===== src/rtl/ifu_fetch.sv =====
// rtl/ifu_fetch.sv - multi-cycle, non-speculative instruction fetch unit
//
// Holds the architectural PC and issues one read per instruction on a
// valid/ready memory bus. The fetched 32-bit instruction is presented to
// decode together with its PC. The next fetch starts only after execute
// commits the presented slot and returns the next PC. At most one bus
// transaction is ever outstanding.
//
// Ports:
//   clk, rst                 clock (rising edge), asynchronous active-low reset
//   araddr/arvalid/arready   read request channel (araddr always equals pc)
//   rdata/rresp/rvalid/rready read response channel (64-bit doubleword)
//   pc/inst/inst_valid       presented slot towards decode
//   inst_fault/fault_cause   fault status of the presented slot
//   commit/next_pc           retire handshake from execute
//   inst_cnt                 number of committed slots
module ifu_fetch #(
    parameter logic [63:0] RESET_PC = 64'h0000_0000_8000_0000,
    parameter int          ADDR_W   = 64
) (
    input  logic              clk,
    input  logic              rst,
    output logic [ADDR_W-1:0] araddr,
    output logic              arvalid,
    input  logic              arready,
    input  logic [63:0]       rdata,
    input  logic [1:0]        rresp,
    input  logic              rvalid,
    output logic              rready,
    output logic [ADDR_W-1:0] pc,
    output logic [31:0]       inst,
    output logic              inst_valid,
    output logic              inst_fault,
    output logic [3:0]        fault_cause,
    input  logic              commit,
    input  logic [ADDR_W-1:0] next_pc,
    output logic [63:0]       inst_cnt
);

    // Canonical NOP (addi x0, x0, 0) placed in the slot when it carries a fault.
    localparam logic [31:0] NOP_INST        = 32'h0000_0013;
    localparam logic [3:0]  CAUSE_MISALIGN  = 4'd0;
    localparam logic [3:0]  CAUSE_ACCESS    = 4'd1;

    typedef enum logic [1:0] {
        IDLE  = 2'd0,
        REQ   = 2'd1,
        WAIT  = 2'd2,
        VALID = 2'd3
    } state_t;

    state_t            state_q, state_d;
    logic [ADDR_W-1:0] pc_q, pc_d;
    logic              arvalid_q, arvalid_d;
    logic [31:0]       inst_q, inst_d;
    logic              inst_valid_q, inst_valid_d;
    logic              inst_fault_q, inst_fault_d;
    logic [3:0]        fault_cause_q, fault_cause_d;
    logic [63:0]       inst_cnt_q, inst_cnt_d;

    always_ff @(posedge clk or negedge rst) begin
        if (!rst) begin
            state_q       <= IDLE;
            pc_q          <= RESET_PC[ADDR_W-1:0];
            arvalid_q     <= 1'b0;
            inst_q        <= 32'h0;
            inst_valid_q  <= 1'b0;
            inst_fault_q  <= 1'b0;
            fault_cause_q <= 4'd0;
            inst_cnt_q    <= 64'h0;
        end else begin
            state_q       <= state_d;
            pc_q          <= pc_d;
            arvalid_q     <= arvalid_d;
            inst_q        <= inst_d;
            inst_valid_q  <= inst_valid_d;
            inst_fault_q  <= inst_fault_d;
            fault_cause_q <= fault_cause_d;
            inst_cnt_q    <= inst_cnt_d;
        end
    end

    always_comb begin
        state_d       = state_q;
        pc_d          = pc_q;
        arvalid_d     = arvalid_q;
        inst_d        = inst_q;
        inst_valid_d  = inst_valid_q;
        inst_fault_d  = inst_fault_q;
        fault_cause_d = fault_cause_q;
        inst_cnt_d    = inst_cnt_q;

        case (state_q)
            IDLE: begin
                // arvalid is registered, so it is raised on the way into REQ.
                state_d   = REQ;
                arvalid_d = 1'b1;
            end
            REQ: begin
                // Request stays up, address unchanged, until accepted.
                if (arready) begin
                    state_d   = WAIT;
                    arvalid_d = 1'b0;
                end
            end
            WAIT: begin
                if (rvalid) begin
                    state_d      = VALID;
                    inst_valid_d = 1'b1;
                    if (rresp == 2'b00) begin
                        // pc[2] picks the 32-bit half of the aligned doubleword.
                        inst_d        = pc_q[2] ? rdata[63:32] : rdata[31:0];
                        inst_fault_d  = 1'b0;
                        fault_cause_d = 4'd0;
                    end else begin
                        inst_d        = NOP_INST;
                        inst_fault_d  = 1'b1;
                        fault_cause_d = CAUSE_ACCESS;
                    end
                end
            end
            VALID: begin
                if (commit) begin
                    pc_d       = next_pc;
                    inst_cnt_d = inst_cnt_q + 64'd1;
                    // No compressed instructions, so any nonzero low bit pair
                    // is misaligned; the fault slot is produced without a bus access.
                    if (next_pc[1:0] != 2'b00) begin
                        inst_d        = NOP_INST;
                        inst_fault_d  = 1'b1;
                        fault_cause_d = CAUSE_MISALIGN;
                        inst_valid_d  = 1'b1;
                    end else begin
                        state_d      = REQ;
                        arvalid_d    = 1'b1;
                        inst_valid_d = 1'b0;
                        inst_fault_d = 1'b0;
                    end
                end
            end
            default: begin
                state_d = IDLE;
            end
        endcase
    end

    assign araddr      = pc_q;
    assign arvalid     = arvalid_q;
    assign rready      = (state_q == WAIT);
    assign pc          = pc_q;
    assign inst        = inst_q;
    assign inst_valid  = inst_valid_q;
    assign inst_fault  = inst_fault_q;
    assign fault_cause = fault_cause_q;
    assign inst_cnt    = inst_cnt_q;

endmodule

===== config.mk =====
export PLATFORM = sky130hd
export DESIGN_NAME = ifu_fetch
export DESIGN_NICKNAME = d
export VERILOG_FILES = /design/src/rtl/ifu_fetch.sv
export SDC_FILE = /design/constraint.sdc
export NUM_CORES = 1
export LEC_CHECK = 0
export BUFFER_PORTS_ARGS = -buffer_cell sky130_fd_sc_hd__buf_2
export CORE_MARGIN = 5
export CORE_UTILIZATION = 40
export CTS_BUF_LIST = sky130_fd_sc_hd__clkbuf_4 sky130_fd_sc_hd__clkbuf_8
export CTS_CLUSTER_DIAMETER = 50
export DETAILED_ROUTE_END_ITERATION = 7
export GPL_ROUTABILITY_DRIVEN = 0
export PLACE_DENSITY = 0.7
export REMOVE_ABC_BUFFERS = 1
export SYNTH_ARGS = -nofsm -noshare
export SYNTH_HDL_FRONTEND = slang
export SYNTH_SLANG_ARGS = --single-unit
export TNS_END_PERCENT = 30

===== constraint.sdc =====
create_clock -name clk -period 5.1 [get_ports clk]
set_input_delay 0 -clock clk [delete_from_list [all_inputs] [get_ports clk]]
set_output_delay 0 -clock clk [all_outputs]
set_load 0.02 [all_outputs]

# --- Yosys cells after proc, flatten, opt, wreduce, memory -nomap -nowiden ---
# Cells that the tools add are included.
totals:
  reg_bits: 169
  latch_bits: 0
  ramBits: 0
  rom_bits: 0
  in_bits: 135
  mem_count: 0
op_classes:
  add_sub_neg: 1
  multipliers: 0
  n_div: 0
  magnitude_cmp: 0
  eq_ne: 8
  shifts: 0
  mux: 27
  bitwise: 0
  n_reduce_logical: 10
op_table:
  columns: ["operator", "count"]
  rows:
  - ["2-to-1 mux 32 bit", 5]
  - ["adder 64 x 1 -> 64 bit, second input constant", 1]
  - ["one-hot mux 32 bit (2 select lines)", 1]
  - ["2-to-1 mux 4 bit", 3]
  - ["AND reduction 4 bit", 3]
  - ["inequality test 2 bit, second input constant", 5]
  - ["2-to-1 mux 1 bit", 9]
  - ["2-to-1 mux 2 bit", 4]
  - ["one-hot mux 2 bit (4 select lines)", 1]
  - ["one-hot mux 4 bit (2 select lines)", 1]
  - ["equality test 2 bit, second input constant", 2]
  - ["logical NOT 2 bit", 2]
  - ["one-hot mux 1 bit (2 select lines)", 2]
  - ["nonzero test 2 bit", 2]
  - ["one-hot mux 1 bit (3 select lines)", 1]
  - ["AND reduction 3 bit", 1]
  - ["nonzero test 3 bit", 1]
  - ["equality test 2 x 1 -> 1 bit, second input constant", 1]
  - ["AND reduction 2 bit", 1]

# --- Logic depth before layout (Yosys ltp) ---
depth:
  ltp_word: 4
  depth_mapped: 9
  depth_no_buf: 7

# --- Worst setup path after synthesis ---
# OpenSTA, ideal clock, no wires.
synth_timing:
  path_kind: "register to register"
  from: "register inst_cnt_q[18], in the netlist inst_cnt[18]"
  to: "register inst_cnt_q[60], in the netlist inst_cnt[60]"
  setup_time_ns: 0.080
  arrival_ns: 2.236
  required_ns: 5.020
  slack_ns: 2.785
  stages_incl_launch_ff: 7
  path_buffers: 1
  synth_period_minus_slack_ns: 2.315
  path_cell_list: "dfrtp_1 nand3_2 or4_4 or4_4 buf_6 nor4b_4 xor2_1"
synth_via:
  elab_chain_cells: 1
synth_rtl:
  columns: ["item", "line_no", "source"]
  rows:
  - ["start: declaration", "59", "logic [63:0] inst_cnt_q, inst_cnt_d;"]
  - ["start signal: assignment", "79", "inst_cnt_q <= inst_cnt_d;"]
  - ["adder 64 x 1 -> 64 bit", "125", "inst_cnt_d = inst_cnt_q + 64'd1;"]
# No other way between the ends.
# A chain may end at the register's enable or synchronous reset.

# --- Worst setup path after layout ---
layout_timing:
  from: "register state_q[0]"
  to: "register pc_q[39], in the netlist araddr[39]"
layout_via:
  elab_chain_cells: 2
layout_rtl:
  columns: ["item", "line_no", "source"]
  rows:
  - ["start: declaration", "52", "state_t state_q, state_d;"]
  - ["start signal: assignment", "72", "state_q <= state_d;"]
  - ["equality test 2 bit", "93", "case (state_q)"]
  - ["AND reduction 2 bit (no source line)", null, null]
  - ["end signal: assignment", "64", "pc_q <= RESET_PC[ADDR_W-1:0];"]
  - ["end signal: assignment", "73", "pc_q <= pc_d;"]
  - ["end: declaration", "53", "logic [ADDR_W-1:0] pc_q, pc_d;"]
# No other way between the ends.

==> out/qor.yml <==
status: "completed"
critical_path_class: "flip-flop to flip-flop"
swShare: 0.434
crit_buf_inv: 1
antenna_found_initial: 1
setup_viol: 0
clock_tree.buffer_depth: 2
syn-cell-area_sq_um: 7830
h-tree-depth: 4
io_pins: 367
cts_tree: "built"
min_period_ns: 2.78
via_per_inst: 4.89
pwr-share-seq: 0.347
cts_root_buf: "clkbuf_8"
synth.avg_cell_area_sq_um: 11.4
rsz0062_at_grt: "false"
cts_inserted_buffers: 17
crit_chain: "ha_1 > and2_2 > buf_4 > mux2_2"
cell_internal_pwr_mw: 3.36
finalMaxSlewViolations: 0
ys_seq_area_frac: 0.531
slew_headroom: 0.277
clock_latency_ns: 0.44
tightest_slew_ns: 1.08
fin_nets: 1259
fin_area_sq_um: 11200
ir_drop_mv: 0.313
clockPowerShare: 0.169
syn_to_final_growth_pct: 43.4
cap_violations: 0
ys_ff_latch: 166
p_per_area_nw_per_um2: 529
dp.final_hpwl_mm: 16.6
routed_wirelength_mm: 24.7
leakagePower_nw: 5.54
post-cts-setup-buffers: 0
grt_max_degree: 76
critical_path.slowest_cell: "and2_2"
instances_no_fill: 1400
wl_per_cell_microns: 17.6
die_height_microns: 150
synth-async-reset-ratio: 1.00
grt.total_usage: 0.216
synth_enable_flop_cells: 0
drive_gt1_frac: 0.451
vias: 6848
hold_class: "input pin to flip-flop"
crit_family: "simple AND/OR/NAND/NOR gates"
post-route-drc-count: 0
critPathLaunchType: "flip-flop"
whs_ns: 0.0696
synth_top_area_frac: 0.528
tns_ns: 0
p_comb_frac: 0.484
post_dp_cell_area_sq_um: 9460
die-area_sq_um: 22500
fin_ws_ns: 2.32
dp.cells: 1232
first_pass_iters: 5
io_buffers: 363
synth_cell_types: 39
grt_pass1_vias: 6964
syn_inst: 687
fin_util: 0.580
pre_cts_ws_ns: 2.31
die-width_microns: 150
ys_top_cells_by_area: "dfrtp_1, mux2_2, buf_4, xnor2_1, nand3_1"
core_area_sq_um: 19300
path_max_fanout: 41
grt_pass1_wl_mm: 38.3
skew_ns: 0.0213
period_share: 0.544
layout_commonest_cell: "buf_2"
cp_slowest_stage_delay_ns: 0.94
final_cell_mix: "buf_2, dfrtp_1, dlygate4sd3_1, mux2_2, nand3_1"
p_switching_mw: 2.58
clkSlewWorstSetupHoldPaths_ns: 0.10
required_ns: 5.41
drtAntennaViolNets: 0
synth_area_leader_cell: "dfrtp_1"
start_util: 0.405
gr-total-overflow: 0
clock.fmax_ghz: 0.360
rows: 51
yosysWarnings: 0
synth_ff_type: "dfrtp_1"
cts_sinks: 166
endpoint_kind: "flip-flop"
arrival_ns: 3.09
finalPower_mw: 5.93
hold_viol: 0
drt_iter0_drc: 340
## cell type report
class,instances,area (sq um)
sequential,166,4160
tap,265,332
clock inverter,14,173
multi-input combinational,394,2960
inverter,37,139
timing repair buffer,504,3220
fill,1607,8120
clock buffer,18,241
antenna,2,5.00
## cells in the mapped netlist (all sizes together) (14+ instances only)
master and count:
mux2 94, buf 69, nand3 64, clkbuf 23
inv 37, nor2 21, nor3 14, xor2 20
nand2 30, xnor2 43, nand4 19, o21ai 33
dfrtp 165
## sequential cells by signal, indices dropped and copies added (netlist names)
name,count
inst_fault,1
fault_cause,1
araddr,64
state_q,2
arvalid,1
inst,32
inst_valid,1
inst_cnt,64
## final timing paths
path,startpoint,end,slack [ns],cells after the start
worst max-delay path,state_q[0],araddr[39],2.32,4
worst max register to register,state_q[0],araddr[39],2.32,4
worst min-delay path,arready,arvalid,0.07,3
min in group asynchronous,rst,araddr[30],0.34,3
worst min register to register,inst_cnt[63],inst_cnt[63],0.46,1
max in group asynchronous,rst,inst_cnt[35],3.64,3
## repair_timing
item                       CTS  global route
resized for setup            0             0
hold endpoints to repair   187             0
hold buffers               134             0
setup endpoints to repair    0             0
## logic make-up (layout without fill, tap and decap cells)
family / after synthesis / after routing / share of synthesized area
buffers and inverters: 129 / 573 / 0.0951
AOI/OAI and AO/OA: 45 / 45 / 0.0323
xor gates and xnor gates: 63 / 63 / 0.0705
other: 1 / 5 / 0.000479
DFF: 166 / 166 / 0.531
and+or+nand+nor: 182 / 182 / 0.125
muxes: 97 / 97 / 0.139
adders and majority gates: 4 / 4 / 0.00640
## tightest hold or removal path: stages
cell     delay (ns)
buf_2          0.09
o21ai_0        0.29
o41ai_1        0.09
## layer usage
layer	track usage	vias to the layer above	wire [microns]
met5	0	-	7
met4	0.0883	2	862
met3	0.0506	59	1680
met2	0.368	296	12300
met1	0.263	3329	9780
li1	-	3162	-
## power groups by stage
stage,sequential [mW],combinational [mW],clock [mW]
floorplan,2.93,0.751,0
global placement,2.06,2.65,0
detailed placement,2.07,2.68,0
CTS,2.05,2.85,1.03
global route,2.12,3.04,1.09
finish,2.06,2.87,1.00
Power figures use the tool's default switching activity.
